==> src/rtl/rv_mem_pkg.sv <==
// Shared encodings for the RV32I load/store path: funct3 codes, fault codes, FSM states.
// Pure declarations and combinational helpers; no latency.
// No flow control of its own.
package rv_mem_pkg;

    localparam logic [2:0] F3_B  = 3'b000;
    localparam logic [2:0] F3_H  = 3'b001;
    localparam logic [2:0] F3_W  = 3'b010;
    localparam logic [2:0] F3_BU = 3'b100;
    localparam logic [2:0] F3_HU = 3'b101;

    localparam logic [1:0] FLT_NONE     = 2'b00;
    localparam logic [1:0] FLT_MISALIGN = 2'b01;
    localparam logic [1:0] FLT_ILLEGAL  = 2'b10;
    localparam logic [1:0] FLT_TIMEOUT  = 2'b11;

    typedef enum logic [1:0] {
        ST_IDLE = 2'd0,
        ST_REQ  = 2'd1,
        ST_DONE = 2'd2
    } lsu_state_t;

    function automatic logic f3_legal(input logic is_st, input logic [2:0] f3);
        logic ok;
        ok = (f3 == F3_B) || (f3 == F3_H) || (f3 == F3_W);
        if (!is_st) begin
            ok = ok || (f3 == F3_BU) || (f3 == F3_HU);
        end
        return ok;
    endfunction

    // f3[1:0] encodes the access size for every legal code
    function automatic logic f3_misaligned(input logic [2:0] f3, input logic [1:0] alo);
        logic bad;
        case (f3[1:0])
            2'b01:   bad = alo[0];
            2'b10:   bad = (alo != 2'b00);
            default: bad = 1'b0;
        endcase
        return bad;
    endfunction

endpackage

==> src/rtl/lsu_lane_align.sv <==
// Byte-lane steering: byte enables, store-data replication and load extraction/extension.
// Purely combinational, zero latency.
// No backpressure; outputs follow inputs.
module lsu_lane_align
    import rv_mem_pkg::*;
(
    input  logic [2:0]  funct3,
    input  logic [1:0]  addr_lo,
    input  logic [31:0] wdata,
    input  logic [31:0] mem_rdata,
    output logic [3:0]  mem_be,
    output logic [31:0] st_data,
    output logic [31:0] ld_data
);

    logic [31:0] shifted;

    always_comb begin
        shifted = mem_rdata >> {addr_lo, 3'b000};
        mem_be  = 4'b1111;
        st_data = wdata;
        case (funct3[1:0])
            2'b00: begin
                mem_be  = 4'b0001 << addr_lo;
                st_data = {4{wdata[7:0]}};
            end
            2'b01: begin
                mem_be  = 4'b0011 << {addr_lo[1], 1'b0};
                st_data = {2{wdata[15:0]}};
            end
            default: ;
        endcase
    end

    always_comb begin
        ld_data = shifted;
        case (funct3)
            F3_B:    ld_data = {{24{shifted[7]}}, shifted[7:0]};
            F3_H:    ld_data = {{16{shifted[15]}}, shifted[15:0]};
            F3_BU:   ld_data = {24'b0, shifted[7:0]};
            F3_HU:   ld_data = {16'b0, shifted[15:0]};
            default: ld_data = shifted;
        endcase
    end

endmodule

==> src/rtl/load_store_unit.sv <==
// Multi-cycle RV32I load/store engine between the memory stage and a req/ack data memory.
// Latency: done at T+k+1 for ack at T+k; faulted requests finish at T+1 with no access.
// Backpressure: start is only sampled in IDLE; mem_req holds until ack or TIMEOUT cycles.
module load_store_unit
    import rv_mem_pkg::*;
#(
    parameter int TIMEOUT = 16
) (
    input  logic        clk,
    input  logic        rst,
    input  logic        start,
    input  logic        is_store,
    input  logic [2:0]  funct3,
    input  logic [31:0] addr,
    input  logic [31:0] wdata,
    output logic        busy,
    output logic        done,
    output logic [31:0] rdata,
    output logic [1:0]  fault,
    output logic        mem_req,
    output logic        mem_we,
    output logic [3:0]  mem_be,
    output logic [31:0] mem_addr,
    output logic [31:0] mem_wdata,
    input  logic [31:0] mem_rdata,
    input  logic        mem_ack
);

    lsu_state_t  state_q, state_d;
    logic        st_q;
    logic [2:0]  f3_q;
    logic [1:0]  alo_q;
    logic [7:0]  wait_q;

    logic [2:0]  al_f3;
    logic [1:0]  al_alo;
    logic [3:0]  al_be;
    logic [31:0] al_st;
    logic [31:0] al_ld;
    logic [1:0]  req_fault;
    logic        timeout_hit;
    logic        is_idle;

    assign is_idle     = (state_q == ST_IDLE);
    assign busy        = !is_idle;
    assign done        = (state_q == ST_DONE);
    assign timeout_hit = (wait_q == 8'(TIMEOUT - 1));

    // In IDLE the aligner sees the live request so lanes can be registered on accept;
    // afterwards it sees the captured request so load extraction matches the access.
    assign al_f3  = is_idle ? funct3     : f3_q;
    assign al_alo = is_idle ? addr[1:0]  : alo_q;

    lsu_lane_align u_align (
        .funct3    (al_f3),
        .addr_lo   (al_alo),
        .wdata     (wdata),
        .mem_rdata (mem_rdata),
        .mem_be    (al_be),
        .st_data   (al_st),
        .ld_data   (al_ld)
    );

    always_comb begin
        req_fault = FLT_NONE;
        if (!f3_legal(is_store, funct3)) begin
            req_fault = FLT_ILLEGAL;
        end else if (f3_misaligned(funct3, addr[1:0])) begin
            req_fault = FLT_MISALIGN;
        end
    end

    always_comb begin
        state_d = state_q;
        case (state_q)
            ST_IDLE: if (start) state_d = (req_fault == FLT_NONE) ? ST_REQ : ST_DONE;
            ST_REQ:  if (mem_ack || timeout_hit) state_d = ST_DONE;
            ST_DONE: state_d = ST_IDLE;
            default: state_d = ST_IDLE;
        endcase
    end

    always_ff @(posedge clk or negedge rst) begin
        if (!rst) begin
            state_q <= ST_IDLE;
        end else begin
            state_q <= state_d;
        end
    end

    always_ff @(posedge clk or negedge rst) begin
        if (!rst) begin
            st_q      <= 1'b0;
            f3_q      <= 3'b0;
            alo_q     <= 2'b0;
            wait_q    <= 8'b0;
            rdata     <= 32'b0;
            fault     <= FLT_NONE;
            mem_req   <= 1'b0;
            mem_we    <= 1'b0;
            mem_be    <= 4'b0;
            mem_addr  <= 32'b0;
            mem_wdata <= 32'b0;
        end else begin
            case (state_q)
                ST_IDLE: begin
                    if (start) begin
                        st_q   <= is_store;
                        f3_q   <= funct3;
                        alo_q  <= addr[1:0];
                        wait_q <= 8'b0;
                        fault  <= req_fault;
                        if (req_fault == FLT_NONE) begin
                            mem_req   <= 1'b1;
                            mem_we    <= is_store;
                            mem_be    <= al_be;
                            mem_addr  <= {addr[31:2], 2'b00};
                            mem_wdata <= al_st;
                        end
                    end
                end
                ST_REQ: begin
                    if (mem_ack || timeout_hit) begin
                        mem_req   <= 1'b0;
                        mem_we    <= 1'b0;
                        mem_be    <= 4'b0;
                        mem_addr  <= 32'b0;
                        mem_wdata <= 32'b0;
                        if (mem_ack) begin
                            if (!st_q) rdata <= al_ld;
                        end else begin
                            fault <= FLT_TIMEOUT;
                        end
                    end else begin
                        wait_q <= wait_q + 8'd1;
                    end
                end
                default: ;
            endcase
        end
    end

endmodule
==> config.mk <==
export PLATFORM = sky130hd
export DESIGN_NAME = load_store_unit
export DESIGN_NICKNAME = d
export VERILOG_FILES = /design/src/rtl/rv_mem_pkg.sv /design/src/rtl/lsu_lane_align.sv /design/src/rtl/load_store_unit.sv
export SDC_FILE = /design/constraint.sdc
export NUM_CORES = 1
export LEC_CHECK = 0
export CAP_MARGIN = 20
export CORE_MARGIN = 10
export CORE_UTILIZATION = 45
export DETAILED_ROUTE_END_ITERATION = 16
export GPL_ROUTABILITY_DRIVEN = 0
export GPL_TIMING_DRIVEN = 0
export PLACE_DENSITY = 0.81
export SLEW_MARGIN = 15
export SYNTH_ARGS = -nofsm -noshare
export SYNTH_HDL_FRONTEND = slang
export SYNTH_SLANG_ARGS = --single-unit
==> constraint.sdc <==
create_clock -name clk -period 2.7 [get_ports clk]
set_input_delay 0.81 -clock clk [delete_from_list [all_inputs] [get_ports clk]]
set_output_delay 0.81 -clock clk [all_outputs]
set_load 0.01 [all_outputs]
==> metrics.cfg, run 1 <==
[setup_path]
crit_path_start_kind = input pin
endpoint = rdata[29]
crit_path_top_delay_cell = mux4_2
worst_ep_arrival_time_ns = 2.88
cp-end-kind = flip-flop
ff2ff_setup_slack_ns = 0.28
crit_path_start = addr[0]
path_class = input pin to flip-flop
r2r-end = rdata[29]
crit_path_max_fanout = 10
rr_worst_depth = 8
r2r-start = state_q[1]
crit_chain = clkdlybuf4s50_1 > a21boi_0 > buf_4 > mux4_2 > a31oi_2 > buf_4 > a31oi_1
critical_path_required_ns = 2.97
cp_common_cell = buf_4
cpPeakStageDelay_ns = 0.56

[drt]
drt_first_pass_iters = 5
num_vias = 5080
drt-total-wl_um = 19200
drt_iter0_markers = 365
routedWlPerCell_um = 21.07
detail-route-antenna-nets = 0
drc = 0
vias_per_cell = 5.576

[logic_synthesis]
async_reset_ff_share_pct = 100.0
synth_edf_count = 0
syn-cell-area_sq_mm = 0.005592
synth-compound-area-share_pct = 23.20
avgSynthCellArea_sq_um = 11.21
yosys.area_share.simple_pct = 8.928
ys_seq_area_share_pct = 52.81
synthAdderAreaFrac_pct = 0.8951
ys_warn_count = 0
synth_ff_type = dfrtp_1
synth.distinct_cells = 52
syn_inst = 499
synth_xor_xnor_area_share_pct = 0.9398
yosys-mux-area-fraction_pct = 7.765
synth_top_family_by_area = compound AO/OA/AOI/OAI gates
ys_seq_elements = 118

[floorplanning]
die_h_um = 131.5
die_x_um = 131.5
dieArea_sq_mm = 0.01728
start_util_pct = 46.17
core-area_sq_mm = 0.01211
rows = 40
ios = 210

[timing]
fin_skew_ns = 0.006113
fmax_mhz = 383.5
finalSetupViolations = 0
hold_ws_ns = 0.3547
worst_pin_slew_ns = 0.7008
layout_setup_ws_ns = 0.09273
finalHoldViolCount = 0
finalCritPeriodShare_pct = 96.57
slew_headroom_pct = 53.06
period_needed_ns = 2.607
drv_slew = 0

[placement]
pre_cts_ws_ns = -0.7563
portBuffers = 207
hpwl_um = 14740
placed_cell_area_sq_mm = 0.007906

[power_and_ir_drop]
p_leak_nw = 3.701
vdd_drop_max_mv = 0.5932
powerDensity_mw_per_mm2 = 1194

[cells_and_area]
final_design_area_no_fill_sq_mm = 0.008615
syn_to_final_growth_pct = 54.06
fillers = 924
final_nets = 838
ff_latch_area_sq_mm = 0.002953
drive_gt1_share_pct = 12.65
multiInputGateArea_sq_mm = 0.002362
diodes = 0

[clocking]
cts-htree-levels = 4
clockRootBuffer = clkbuf_16
clk_pin_slew_worst_paths_ns = 0.05
cts_max_path_buffers = 2
clkSinkCount = 118
cts_tree = done
numCtsBuffers = 17
cts_hold_buf = 0
clkLatencyLatePin_ns = 0.42

[job]
drv_cap = 0

[global_route]
grt_max_degree = 61
grt-ovfl-total = 0
grt_first_pass_wirelength_um = 30950
grt_pass1_vias = 5471
antenna_found_initial = 0
grt_use_total_pct = 22.25

[outcome]
status = finished clean

[hold_path]
hold_class = input pin to async pin

## layer usage
layer | vias to the layer above | share of wire (%) | GRT usage [%]
met5 | - | 0 | 0
met4 | 0 | 2.7 | 8.900
met3 | 40 | 7.9 | 7.127
met2 | 248 | 49 | 36.47
met1 | 2491 | 40 | 26.52
li1 | 2301 | - | -
## Yosys cell counts, types with 9 or more instances
library cell	count	area [sq um]
nor2_1	41	153.9
o2bb2ai_1	19	166.4
o22ai_1	9	56.30
nand2_1	35	131.4
o2bb2ai_2	9	135.1
inv_1	14	52.55
a21oi_1	17	85.08
a2bb2oi_1	9	78.83
clkbuf_1	12	45.04
a22o_1	39	341.6
a31oi_1	21	131.4
mux2i_1	31	310.3
dfrtp_1	118	2953
o21ai_0	27	135.1
## layout by cell type, fill, tap and decap left out, drive strengths merged, types with 15 or more instances in the layout
cell,n
mux2i,32
o2bb2ai,28
inv,15
a21oi,17
nand2,35
o21ai,27
dfrtp,118
nor2,42
a31oi,23
buf,29
a22o,39
clkdlybuf4s50,204
clkbuf,33
## sequential cells by signal, summed over array words and instances, names as in the netlist
name       cells
st_q           1
alo_q          2
fault          2
wait_q         8
mem_be         4
state_q        2
mem_addr      30
mem_wdata     32
mem_we         1
f3_q           3
mem_req        1
rdata         32
## layout make-up
type                            count  area share [%]
Clock inverter                     12           2.338
Clock buffer                       20           5.185
Sequential cell                   118           34.28
Multi-Input combinational cell    330           27.42
Buffer                             37           3.021
Tap cell                          168           2.440
Timing Repair Buffer              211           24.66
Inverter                           15          0.6536
## worst max-delay path: cells and delay by family
family,cells,cell delay [ns]
muxes,1,0.56
buffers and inverters,3,0.90
AOI/OAI and AO/OA,3,0.60
## through the flow
stage                     setup TNS (ns)  util, %  std cells  power, mW
after CTS                              0    70.89        908      10.31
after global routing           -0.004303    71.13        911      10.84
final                                  0    71.13        911      10.29
after detailed placement          -54.74    65.28        876      7.766
after global placement           -473.07    65.04        875      7.622
after floorplan                        0        -        500      5.396
## power breakdown
part	internal, mW	total, mW	switching, mW
registers	2.52	3.01	0.489
logic	2.52	4.82	2.29
clock network	1.66	2.46	0.805
total	6.70	10.3	3.58
## worst min-delay path by stage
stage / startpoint / to / slack (ns) / cells after the start
floorplan: f3_q[2] / f3_q[2] / 0.45 / 2
global placement: rdata[7] / rdata[7] / 0.46 / 2
detailed placement: mem_req / mem_req / 0.47 / 1
CTS: rst / mem_addr[4] / 0.38 / 1
global route: rst / mem_addr[4] / 0.39 / 1
finish: rst / mem_addr[4] / 0.35 / 1
## cells by family after synthesis
logic type | count (synthesis)
AOI/OAI and AO/OA | 169
xor gates and xnor gates | 6
adders and majority gates | 4
buffers and inverters | 52
DFF | 118
muxes | 40
other | 1
and+or+nand+nor | 109
## timing repair
| action | 4_1_cts | 5_1_grt |
|---|---|---|
| setup endpoints to repair | 78 | 84 |
| setup buffers | 0 | 3 |
| cloned | 0 | 0 |
| resized for setup | 12 | 5 |
(Power assumes the default switching activity.)
==> run 2, diff against run 1 <==
--- a/config.mk
+++ b/config.mk
@@ -5,13 +5,17 @@
 export SDC_FILE = /design/constraint.sdc
 export NUM_CORES = 1
 export LEC_CHECK = 0
+export ABC_AREA = 1
 export CAP_MARGIN = 20
+export CELL_PAD_IN_SITES_DETAIL_PLACEMENT = 0
+export CELL_PAD_IN_SITES_GLOBAL_PLACEMENT = 2
 export CORE_MARGIN = 10
-export CORE_UTILIZATION = 45
+export CORE_UTILIZATION = 25
 export DETAILED_ROUTE_END_ITERATION = 16
 export GPL_ROUTABILITY_DRIVEN = 0
 export GPL_TIMING_DRIVEN = 0
-export PLACE_DENSITY = 0.81
+export MAX_ROUTING_LAYER = met4
+export PLACE_DENSITY_LB_ADDON = 0.1
 export SLEW_MARGIN = 15
 export SYNTH_ARGS = -nofsm -noshare
 export SYNTH_HDL_FRONTEND = slang
==> run 2 against run 1 <==
  * Combinational power grew 13%
  * Synthesized cell count increased by 73%
  * Die area rose by 82%
  * Area after synthesis increased by 11%
  * Flip-flop and latch count unchanged
  * Via count increased by 19%
  * Hold slack worse by 0.0088 ns
  * Final cell count is 57% higher
  * Critical path type is now flip-flop to output pin
==> metrics.cfg, run 2 <==
[outcome]
status = finished clean  ; unchanged

[setup_path]
crit_path_max_fanout = 4  ; was 10
crit_path_top_delay_cell = clkdlybuf4s50_1  ; was mux4_2
path_class = flip-flop to output pin  ; was input pin to flip-flop
cpPeakStageDelay_ns = 0.56  ; about the same
crit_chain = inv_2 > nor2_1 > clkdlybuf4s50_1  ; was clkdlybuf4s50_1 > a21boi_0 > buf_4 > mux4_2 > a31oi_2 > buf_4 > a31oi_1
worst_ep_arrival_time_ns = 1.68  ; was 2.88 ns
crit_family = buffers and inverters  ; unchanged
crit_path_start_kind = flip-flop  ; was input pin
critical_path_required_ns = 1.89  ; was 2.97 ns
path_buf_inv = 2  ; was 3
cp-end-kind = output pin  ; was flip-flop

[logic_synthesis]
synth.top_cell.area_share_pct = 47.58  ; was 52.81%
synth-compound-area-share_pct = 5.907  ; was 23.20%
avgSynthCellArea_sq_um = 7.183  ; was 11.21 sq um
ys_warn_count = 0  ; unchanged
ys_seq_area_share_pct = 47.58  ; was 52.81%
synth_area_leaders = dfrtp_1, nand2_1, nand3_1, inv_1, nor2_1  ; was dfrtp_1, a22o_1, mux2i_1, o2bb2ai_1, nor2_1
synth_xor_xnor_area_share_pct = 0.2823  ; was 0.9398%
synth_top_family_by_area = simple AND/OR/NAND/NOR gates  ; was compound AO/OA/AOI/OAI gates
post-synth-top-count-cell = nand2_1  ; was dfrtp_1
synth_common_cells = nand2_1, dfrtp_1, inv_1  ; was dfrtp_1, nor2_1, a22o_1
async_reset_ff_share_pct = 100.0  ; unchanged
post-synth-top-area-cell = dfrtp_1  ; unchanged
synth_ff_type = dfrtp_1  ; unchanged
synthAdderAreaFrac_pct = 0.8065  ; was 0.8951%
syn-cell-area_sq_mm = 0.006206  ; was 0.005592 sq mm
syn_inst = 864  ; was 499
synth_edf_count = 0  ; unchanged
synth.distinct_cells = 31  ; was 52
yosys-mux-area-fraction_pct = 0  ; was 7.765%
yosys.area_share.simple_pct = 37.24  ; was 8.928%
ys_seq_elements = 118  ; unchanged

[drt]
drc = 0  ; unchanged
drt_first_pass_iters = 4  ; was 5
drt-total-wl_um = 24020  ; was 19200 um
vias_per_cell = 4.219  ; was 5.576
num_vias = 6037  ; was 5080
routedWlPerCell_um = 16.79  ; was 21.07 um
drt_iter0_markers = 393  ; was 365
detail-route-antenna-nets = 0  ; unchanged

[hold_path]
hold_class = input pin to async pin  ; unchanged

[timing]
drv_slew = 0  ; unchanged
layout_setup_ws_ns = 0.2136  ; was 0.09273 ns
finalCritPeriodShare_pct = 92.09  ; was 96.57%
fin_skew_ns = 0.007763  ; was 0.006113 ns
finalHoldViolCount = 0  ; unchanged
finalSetupViolations = 0  ; unchanged
period_needed_ns = 2.486  ; was 2.607 ns
fmax_mhz = 402.2  ; was 383.5 MHz
hold_ws_ns = 0.3458  ; was 0.3547 ns
slew_headroom_pct = 56.06  ; was 53.06%
worst_pin_slew_ns = 0.6591  ; was 0.7008 ns
grt_setup_unrepaired = false

[floorplanning]
die_h_um = 177.6  ; was 131.5 um
ios = 210  ; unchanged
dieArea_sq_mm = 0.03153  ; was 0.01728 sq mm
die_x_um = 177.6  ; was 131.5 um
rows = 57  ; was 40
start_util_pct = 25.44  ; was 46.17%
core-area_sq_mm = 0.02439  ; was 0.01211 sq mm

[global_route]
grt-ovfl-total = 0  ; unchanged
grt_max_degree = 66  ; was 61
antenna_found_initial = 2  ; was 0
grt_use_total_pct = 15.73  ; was 22.25%
grt_first_pass_wirelength_um = 37110  ; was 30950 um
grt_pass1_vias = 6239  ; was 5471

[power_and_ir_drop]
seq_power_share_pct = 28.4  ; was 29.2%
powerDensity_mw_per_mm2 = 1131  ; was 1194 mW/mm^2
p_int_mw = 6.193  ; was 6.702 mW
switching_power_mw = 4.317  ; was 3.585 mW
vdd_drop_max_mv = 0.4760  ; was 0.5932 mV
clkPwrFrac_pct = 19.7  ; was 24.0%
power_frac_comb_pct = 51.9  ; was 46.8%
swShare_pct = 41.08  ; was 34.85%
p_leak_nw = 4.696  ; was 3.701 nW

[placement]
portBuffers = 207  ; unchanged
pre_cts_ws_ns = -0.6721  ; was -0.7563 ns
placed_cell_area_sq_mm = 0.008716  ; was 0.007906 sq mm
hpwl_um = 18610  ; was 14740 um

[clocking]
clk_pin_slew_worst_paths_ns = 0.06  ; was 0.05 ns
cts_hold_buf = 0  ; unchanged
clkSinkCount = 118  ; unchanged
cts_tree = done  ; unchanged
clkLatencyLatePin_ns = 0.42  ; about the same
cts_max_path_buffers = 2  ; unchanged
clockRootBuffer = clkbuf_16  ; unchanged
cts-htree-levels = 4  ; unchanged
numCtsBuffers = 17  ; unchanged

[cells_and_area]
top_regs = mem_wdata (32), rdata (32), mem_addr (30)  ; unchanged
final_cell_mix = nand2_1, clkdlybuf4s50_1, dfrtp_1  ; was clkdlybuf4s50_1, dfrtp_1, nor2_1
syn_to_final_growth_pct = 49.70  ; was 54.06%
fillers = 2624  ; was 924
final_design_area_no_fill_sq_mm = 0.009290  ; was 0.008615 sq mm
drive_gt1_share_pct = 9.855  ; was 12.65%
final_nets = 1202  ; was 838
layout_commonest_cell = nand2_1  ; was clkdlybuf4s50_1

[job]
drv_cap = 0  ; unchanged

## run 2: cell families after synthesis
kind of cell,Yosys count
adders and majority gates,4
and+or+nand+nor,558
AOI/OAI and AO/OA,69
other,1
xor gates and xnor gates,2
buffers and inverters,112
DFF,118
## run 2: path summary, 6_finish.rpt
| path | from | slack, ns | cells past startpoint | end |
|---|---|---|---|---|
| max reg2reg | state_q[0] | 0.68 | 8 | rdata[4] |
| max | state_q[1] | 0.21 | 3 | done |
| min reg2reg | mem_addr[16] | 0.47 | 2 | mem_addr[16] |
| max in group asynchronous | rst | 1.60 | 2 | rdata[4] |
| min in group clk | mem_addr[16] | 0.47 | 2 | mem_addr[16] |
| min | rst | 0.35 | 1 | mem_wdata[18] |
## run 2: layout make-up
type / count / area [sq um] / area share (%)
tap: 324 / 405.4 / 4.364
timing repair buffer: 210 / 2121 / 22.83
clock buffer: 17 / 425.4 / 4.579
inverter: 73 / 274.0 / 2.949
antenna: 1 / 2.502 / 0.02694
sequential: 118 / 2953 / 31.78
buffer: 39 / 235.2 / 2.532
multi-input combinational: 635 / 2768 / 29.79
clock inverter: 14 / 106.4 / 1.145
## run 2: routing by layer
metal | track usage (%) | up-vias | wire (um)
met1 | 21.13 | 2734 | 11870
met2 | 23.45 | 151 | 10660
li1 | - | 3139 | -
met3 | 3.740 | 13 | 1321
met4 | 3.682 | 0 | 176
met5 | - | - | 0
## run 2: power by group through the flow
stage | Clock, mW | Sequential (mW) | Combinational [mW]
2_1_floorplan | 0 | 3.34 | 2.45
3_3_place_gp | 0 | 3.01 | 5.52
3_5_place_dp | 0 | 3.02 | 5.51
4_1_cts | 2.15 | 3.00 | 5.58
5_1_grt | 2.23 | 3.08 | 6.11
6_report | 2.07 | 2.99 | 5.45
## run 2: metrics by stage
stage | power, mW | cells | TNS (ns) | util (%)
after floorplan | 5.784 | 865 | 0 | -
after global placement | 8.537 | 1396 | -563.37 | 35.62
after detailed placement | 8.530 | 1397 | -38.88 | 35.73
after CTS | 10.72 | 1430 | 0 | 38.04
after global routing | 11.42 | 1431 | 0 | 38.09
final | 10.51 | 1431 | 0 | 38.09
## run 2: worst reg2reg max path: cells and delay by family (launching register included)
kind                   cells  cell delay, ns
DFF                        1            0.42
and+or+nand+nor            4            0.65
buffers and inverters      4            0.89
## run 2: repair_timing
action,in CTS,in global routing
endpoints found under the setup margin,69,69
gates resized for setup,5,5
gates cloned,0,0
buffers inserted,2,0
==> run 3, diff against run 2 <==
--- a/config.mk
+++ b/config.mk
@@ -6,6 +6,7 @@
 export NUM_CORES = 1
 export LEC_CHECK = 0
 export ABC_AREA = 1
+export ABC_CLOCK_PERIOD_IN_PS = 2700
 export CAP_MARGIN = 20
 export CELL_PAD_IN_SITES_DETAIL_PLACEMENT = 0
 export CELL_PAD_IN_SITES_GLOBAL_PLACEMENT = 2
==> results of run 3 <==
Final layout, timing and power as in run 2 (identical DEF).
==> RTL edit: new RTL, settings of run 1 <==
Re-encode `lsu_state_t` (3 states) as one-hot, 3 bits wide.
--- a/src/rtl/rv_mem_pkg.sv
+++ b/src/rtl/rv_mem_pkg.sv
@@ -14,10 +14,10 @@
     localparam logic [1:0] FLT_ILLEGAL  = 2'b10;
     localparam logic [1:0] FLT_TIMEOUT  = 2'b11;
 
-    typedef enum logic [1:0] {
-        ST_IDLE = 2'd0,
-        ST_REQ  = 2'd1,
-        ST_DONE = 2'd2
+    typedef enum logic [2:0] {
+        ST_IDLE = 3'b001,
+        ST_REQ  = 3'b010,
+        ST_DONE = 3'b100
     } lsu_state_t;
 
     function automatic logic f3_legal(input logic is_st, input logic [2:0] f3);
Behaviour: same outputs for any inputs over 4 cycles, from zero or initial values and one cycle with rst low; so few cycles prove little.
==> RTL edit against run 1 <==
- sequential cell count grew 1
- non-clock buffer count is 3 lower
- first-iteration DRC count rose by 28%
- register-to-register slack lost 0.09 ns
- wire length grew 2.3%
- worst setup slack lost 0.024 ns
- final area shrank 0.99%
- clock skew is 0.0040 ns higher
- area after synthesis decreased by 0.76%
- total power down 9.0%
- maximum frequency decreased by 0.92%
- critical path depth fell by 1
- critical endpoint is now rdata[8]
==> RTL edit: results (changes against run 1) <==
outcome=complete, no violations (unchanged); CP Data Arrival Time=2.93 ns (was 2.88 ns); Final WS setup=0.0685 ns (was 0.0927 ns); Non-Clock Buffer Area Fraction=26.9% (was 27.7%); worst clock skew=0.0101 ns (was 0.00611 ns); R2R depth=6 (was 8); post-synthesis mux area share=9.63% (was 7.76%); critical path fanouts, max=8 (was 10); multi-input gate share of total cell area=28.4% (was 27.4%); R2R Setup Slk=0.19 ns (was 0.28 ns); Nets=827 (was 838); Crit. Startpoint=mem_ack (was addr[0]); mapped cell area=5550 sq um (was 5590 sq um); pre-CTS setup slack=-0.902 ns (was -0.756 ns); Post-Route M1 WL=7770 um (was 7750 um); met1 global-route usage=27.6% (was 26.5%); global-route wire length before repair=30500 um (was 31000 um); layout cells sized above 1=10.8% (was 12.7%); Avg Cell Area, Syn=11.4 sq um (was 11.2 sq um); Static Leak=3.74 nW (was 3.70 nW); Multi-In Gates=324 (was 330); CP endpoint=rdata[8] (was rdata[29]); DRT Wirelength=19600 um (was 19200 um); Global Route met3 Usage=9.55% (was 7.13%); clk_buf instances=19 (was 20); sequential cell count=119 (was 118); M2 GR Usage=36.5% (about the same); clock network share of area=6.72% (was 7.52%); Synth Area in Adders=0.902% (was 0.895%); largest net degree at the start of global routing=67 (was 61); metal3 WL=2010 um (was 1510 um); met2 WL=9420 um (about the same); number of global-route vias before repair=5489 (was 5471); port buffer count=206 (was 207); synth cell count leaders=dfrtp_1 (118), nand2_1 (63), mux2i_1 (43) (was dfrtp_1 (118), nor2_1 (41), a22o_1 (39)); DR vias/cell=5.72 (was 5.58); Yosys cell types=57 (was 52); worst reg2reg path endpoint=rdata[18] (was rdata[29])
[RTL edit: cell count changes after synthesis, sizes merged, moves of 11 or more]
cell,delta
a31oi,-22
mux2i,+13
nand2,+29
nor2,-31
o211ai,+14
o21ai,-11
o221ai,+15
[RTL edit: what timing repair did]
action | in CTS | in global routing
gates cloned | 0 | 0
gates resized for setup | 7 | 19
pin swaps | 1 | 1
endpoints found under the setup margin | 93 | 93
setup buffers | 3 | 2
[RTL edit: worst max-delay path, cell delays in order]
cell	delay [ns]
clkdlybuf4s50_1	0.61
or4b_1	0.46
clkbuf_1	0.24
a21oi_2	0.38
o221ai_1	0.25
o21a_1	0.16
[RTL edit: report_power, final]
| part | internal [mW] | total, mW | switching, mW | leakage (nW) |
|---|---|---|---|---|
| sequential | 2.55 | 3.04 | 0.495 | 1.53 |
| clock | 1.37 | 2.20 | 0.828 | 0.279 |
| combinational | 2.24 | 4.12 | 1.88 | 1.93 |
| total | 6.16 | 9.36 | 3.21 | 3.74 |
